$ cat src/rtl/shift_line_pkg.sv
// Shared definitions for the multi-mode shift line: mode encoding and small helpers.
package shift_line_pkg;

    typedef enum logic [1:0] {
        SHIFT_FWD = 2'b00,
        SHIFT_REV = 2'b01,
        ROTATE    = 2'b10,
        FLUSH     = 2'b11
    } mode_e;

    localparam int MODE_W = 2;

    // Modes that move an entry in from din and one out to dout.
    function automatic logic is_shift(input mode_e m);
        return (m == SHIFT_FWD) || (m == SHIFT_REV);
    endfunction

endpackage

$ cat src/rtl/shift_line_stage.sv
// One stage of the shift line: picks its next contents from the neighbour chosen by mode.
module shift_line_stage
    import shift_line_pkg::*;
#(
    parameter int WIDTH = 4
) (
    input  logic             clk,
    input  logic             rst,
    input  logic             en,
    input  mode_e            mode,
    input  logic [WIDTH-1:0] fwd_data,
    input  logic             fwd_vld,
    input  logic [WIDTH-1:0] rev_data,
    input  logic             rev_vld,
    input  logic [WIDTH-1:0] rot_data,
    input  logic             rot_vld,
    output logic [WIDTH-1:0] q_data,
    output logic             q_vld
);

    always_ff @(posedge clk) begin
        if (rst) begin
            q_data <= '0;
            q_vld  <= 1'b0;
        end else if (en) begin
            case (mode)
                SHIFT_FWD: begin
                    q_data <= fwd_data;
                    q_vld  <= fwd_vld;
                end
                SHIFT_REV: begin
                    q_data <= rev_data;
                    q_vld  <= rev_vld;
                end
                ROTATE: begin
                    q_data <= rot_data;
                    q_vld  <= rot_vld;
                end
                default: begin
                    q_data <= '0;
                    q_vld  <= 1'b0;
                end
            endcase
        end
    end

endmodule

$ cat src/rtl/shift_line.sv
// Parametrised shift line: forward/reverse shift, rotate and flush over DEPTH stages,
// with a registered exit port, a combinational tap and an incrementally kept occupancy.
module shift_line
    import shift_line_pkg::*;
#(
    parameter int WIDTH = 4,
    parameter int DEPTH = 4,
    parameter int TAPW  = $clog2(DEPTH),
    parameter int CNTW  = $clog2(DEPTH + 1)
) (
    input  logic             clk,
    input  logic             rst,
    input  logic             en,
    input  logic [1:0]       mode,
    input  logic [WIDTH-1:0] din,
    input  logic             din_valid,
    input  logic [TAPW-1:0]  tap_sel,
    output logic [WIDTH-1:0] dout,
    output logic             dout_valid,
    output logic [WIDTH-1:0] tap_out,
    output logic             tap_valid,
    output logic [CNTW-1:0]  count
);

    typedef struct packed {
        logic [WIDTH-1:0] data;
        logic             vld;
    } stage_t;

    mode_e                       m;
    logic [DEPTH-1:0][WIDTH-1:0] st_data;
    logic [DEPTH-1:0]            st_vld;
    stage_t                      exit_st;
    logic                        enter_v;

    assign m = mode_e'(mode);

    for (genvar i = 0; i < DEPTH; i++) begin : g_stage
        localparam int PREV = (i == 0) ? DEPTH - 1 : i - 1;
        localparam int NEXT = (i == DEPTH - 1) ? 0 : i + 1;

        // Ends of the line take din; rotate closes the ring from the last stage into stage 0.
        logic [WIDTH-1:0] fwd_d, rev_d;
        logic             fwd_v, rev_v;

        assign fwd_d = (i == 0)         ? din       : st_data[PREV];
        assign fwd_v = (i == 0)         ? din_valid : st_vld[PREV];
        assign rev_d = (i == DEPTH - 1) ? din       : st_data[NEXT];
        assign rev_v = (i == DEPTH - 1) ? din_valid : st_vld[NEXT];

        shift_line_stage #(.WIDTH(WIDTH)) u_stage (
            .clk      (clk),
            .rst      (rst),
            .en       (en),
            .mode     (m),
            .fwd_data (fwd_d),
            .fwd_vld  (fwd_v),
            .rev_data (rev_d),
            .rev_vld  (rev_v),
            .rot_data (st_data[PREV]),
            .rot_vld  (st_vld[PREV]),
            .q_data   (st_data[i]),
            .q_vld    (st_vld[i])
        );
    end

    always_comb begin
        exit_st = '0;
        enter_v = din_valid;
        if (m == SHIFT_REV) begin
            exit_st.data = st_data[0];
            exit_st.vld  = st_vld[0];
        end else begin
            exit_st.data = st_data[DEPTH-1];
            exit_st.vld  = st_vld[DEPTH-1];
        end
    end

    always_ff @(posedge clk) begin
        if (rst) begin
            dout       <= '0;
            dout_valid <= 1'b0;
            count      <= '0;
        end else if (en) begin
            case (m)
                SHIFT_FWD, SHIFT_REV: begin
                    dout       <= exit_st.data;
                    dout_valid <= exit_st.vld;
                end
                ROTATE: begin
                    dout       <= exit_st.data;
                    dout_valid <= 1'b0;
                end
                default: begin
                    dout       <= '0;
                    dout_valid <= 1'b0;
                end
            endcase

            if (m == FLUSH)
                count <= '0;
            else if (is_shift(m) && enter_v && !exit_st.vld)
                count <= count + CNTW'(1);
            else if (is_shift(m) && !enter_v && exit_st.vld)
                count <= count - CNTW'(1);
        end
    end

    // Unmatched tap_sel (only possible for non-power-of-2 DEPTH) reads as empty.
    always_comb begin
        tap_out   = '0;
        tap_valid = 1'b0;
        for (int i = 0; i < DEPTH; i++) begin
            if (tap_sel == TAPW'(i)) begin
                tap_out   = st_data[i];
                tap_valid = st_vld[i];
            end
        end
    end

endmodule

$ cat config.mk
export PLATFORM = sky130hd
export DESIGN_NAME = shift_line
export DESIGN_NICKNAME = d
export VERILOG_FILES = /design/src/rtl/shift_line_pkg.sv /design/src/rtl/shift_line_stage.sv /design/src/rtl/shift_line.sv
export SDC_FILE = /design/constraint.sdc
export NUM_CORES = 1
export LEC_CHECK = 0
export ABC_CLOCK_PERIOD_IN_PS = 2500
export CORE_UTILIZATION = 40
export DETAILED_ROUTE_END_ITERATION = 16
export HOLD_SLACK_MARGIN = 0.08
export SLEW_MARGIN = 20
export SYNTH_ARGS = -nofsm -noshare
export SYNTH_HDL_FRONTEND = slang
export SYNTH_SLANG_ARGS = --single-unit
$ cat constraint.sdc
create_clock -name clk -period 2.5 [get_ports clk]
set_input_delay 0.5 -clock clk [delete_from_list [all_inputs] [get_ports clk]]
set_output_delay 0.5 -clock clk [all_outputs]
set_load 0.02 [all_outputs]
==> run metrics <==
result of the run complete, no violations; post-DR vias/cell 5.779; peak supply drop 0.0003662 V; proportion of synthesized chip area in sequential cells 0.3553; total die area about 4200 um^2; total count of max-transition violations in the final report 0; standard cell core area 3716 um^2; leading cell types by count after synthesis nor2_1 (29), dfxtp_1 (28), a211oi_1 (19), nand2_1 (19), a2bb2oi_1 (13); cell types occupying the most area after synthesis dfxtp_1 (36%), a211oi_1 (9.0%), a2bb2oi_1 (7.2%); setup repair after global routing missed its margin false; number of synthesized flops with an enable pin 0; number of levels the H-tree was split into 1; Remaining DRCs 0; vias in the first global route 1317; instance count along the most critical hold path 2; hold wc startpoint dout_valid$_SDFFE_PP0P_; worst setup slack for register-to-register paths a little under 700 ps; share of the clock period used by the worst path 0.9813; ANT nets after route 0; pwr/cell area 564.2 nW/um^2; DRT Wirelength 3781 um; min-delay worst type reg2reg; number of fillers in the final layout between 300 and 400; total track usage 0.2022; fraction of layout instances using a drive strength above 1 0.1294; Worst Hold End dout_valid$_SDFFE_PP0P_; worst reg2reg path startpoint g_stage[3].u_stage.q_vld$_SDFFE_PP0P_; Sum Neg Setup Slack 0 ps; static leakage power 0.0007023 uW; latest clock arrival within the worst-skew pair 290 ps; critical path type in2out; utilization after layout 0.5269; multi-input gate area in the final layout 923.4 um^2; number of cell rows 22; clock tree from TritonCTS done; total iterations of the first detailed-routing run 4; slew at the pin with the worst max-slew slack 327.6 ps; switching share of power 0.2708; initial standard-cell utilization of the core 0.4246; number of max-capacitance violations reported 0; final setup fails 0; Logic pwr share 0.212; Horiz. Die Dim 64.81 um; minimum period implied by the final worst setup slack 2453 ps; cell area after synthesis about 1600 um^2; clock power share 0.333; critical path data required time 2000 ps; Mapped Nets 194; TritonCTS sink count 28; PortBufs 24; maximum number of pins on one net before global-route repair 51; DR vias 1439; count of mapped cells out of synthesis ~180; Ports 25; Pint 805.5 uW; instance count after placement with tap cells included 245; DRT iter0 DRCs 72; register area 560.5 um^2; number of post-CTS setup repair buffers 0; post-synth top area share 0.3553; post-synthesis cell type with the largest combined area dfxtp_1; Clock Skew roughly 12 ps; overall die height 64.81 um; ANT cells 0; clk slew on worst S/H paths 90 ps; final hold slack just under 500 ps; Post-DP HPWL 2441 um; type of element launching the critical path input port; clock buffer depth 2; per-cell routed wire length 15.18 um; upper clock frequency limit between 0.4 and 0.5 GHz; antenna violations before repair 0; Final GP Congestion 0.7772; wire length of the first global-routing pass 6506 um; Worst Setup Slack post-DPL -203.2 ps; worst slew margin relative to its limit 0.7816; final std cells w/o fill 249; grt total ovfl 0; most frequent cell after synthesis nor2_1; clock root buffer clkbuf_8; sw power 299.2 uW; layout-stage area growth over the synthesis result 24.11%; Seq cells post-synth 28; number of warnings issued by yosys 0; Worst Slack Setup Final 46.75 ps; Nets 215; Synth async-reset ratio 0; Crit path arrival time between 1500 and 2000 ps; Crit. End Element output port; average size of a mapped cell 8.717 um^2; reg-to-reg critical path endpoint count[2]$_SDFFE_PP0P_; path depth of the worst reg2reg path 6; Hold Fails Final Rpt 0; number of distinct standard cells referenced by the synthesized netlist 35; maximum fanout along the worst path 5; CTS Buf Count 3; fraction of power consumed by sequential logic 0.455; most frequently used flop master after synthesis dfxtp_1
worst max-delay path by stage:
stage	start	endpoint	slack, ps	depth (start not counted)
finish	tap_sel[1]	tap_out[0]	50	4
global route	tap_sel[1]	tap_out[0]	5	4
detailed placement	tap_sel[1]	tap_out[0]	-200	4
floorplan	din_valid	count[2]$_SDFFE_PP0P_	530	7
global placement	tap_sel[1]	tap_out[2]	-190	4
CTS	tap_sel[1]	tap_out[0]	10	4
layer usage:
metal / part of all wire / vias up / wire length [um] / track usage
met3: 0.045 / 4 / 170 / 0.04225
met1: 0.49 / 693 / 1847 / 0.2820
met4: 0.0079 / 0 / 30 / 0.05000
met2: 0.46 / 38 / 1732 / 0.3151
li1: - / 704 / - / -
met5: 0 / - / 0 / 0
cells by family (layout without fill, tap and decap cells):
| logic type | Yosys count | in the layout | synth area share |
|---|---|---|---|
| flip-flops | 28 | 28 | 0.3553 |
| buffers and inverters | 20 | 40 | 0.05948 |
| XOR/XNOR | 2 | 2 | 0.01110 |
| adder cells (fa/ha/maj) | 1 | 1 | 0.01269 |
| AO/OA/AOI/OAI | 52 | 52 | 0.2530 |
| multiplexers | 12 | 12 | 0.1182 |
| AND/OR/NAND/NOR | 66 | 66 | 0.1903 |
state kept, by name, summed over array words and instances, names as in the netlist:
register / cells
g_stage.u_stage.q_data: 16
dout: 4
g_stage.u_stage.q_vld: 4
count: 3
dout_valid: 1
area by class of cell:
type | count | share of cell area
multi-input combinational | 133 | 0.4716
sequential | 28 | 0.2863
timing repair buffer | 33 | 0.1693
tap | 48 | 0.03067
clock buffer | 3 | 0.02109
clock inverter | 1 | 0.01534
inverter | 3 | 0.005751
what timing repair did:
action                                  in CTS  in global routing
pin swaps                                    0                  0
resized for setup                            5                  4
hold endpoints to repair                     0                  0
endpoints found under the setup margin       5                  4
hold buffers                                 0                  0
cell usage in the layout (no fill, tap or decap), drive strengths merged, types with 5 or more instances in the layout:
cell type	instances
a211oi	20
a21oi	8
a2bb2oi	13
a311oi	5
buf	9
clkdlybuf4s50	19
dfxtp	28
mux2i	7
mux4	5
nand2	19
nand3	5
nor2	30
through the flow:
| step | power, uW | area [um^2] |
|---|---|---|
| after CTS | 1113 | 1953 |
| after detailed placement | 750.6 | 1888 |
| final | 1105 | 1958 |
| after global routing | 1158 | 1958 |
| after floorplan | 662.7 | 1578 |
| after global placement | 744.7 | 1888 |
power by group through the flow:
stage / Clock, uW / Sequential (uW) / Combinational, uW
floorplan: 0 / 514 / 149
global placement: 0 / 511 / 234
detailed placement: 0 / 512 / 238
CTS: 376 / 502 / 234
global route: 393 / 508 / 257
finish: 368 / 502 / 235
worst max-delay path, cell delays in order:
cell	delay, ps
clkdlybuf4s50_1	510
buf_12	130
mux4_2	510
clkdlybuf4s15_1	300
Power figures use the tool's default switching activity.
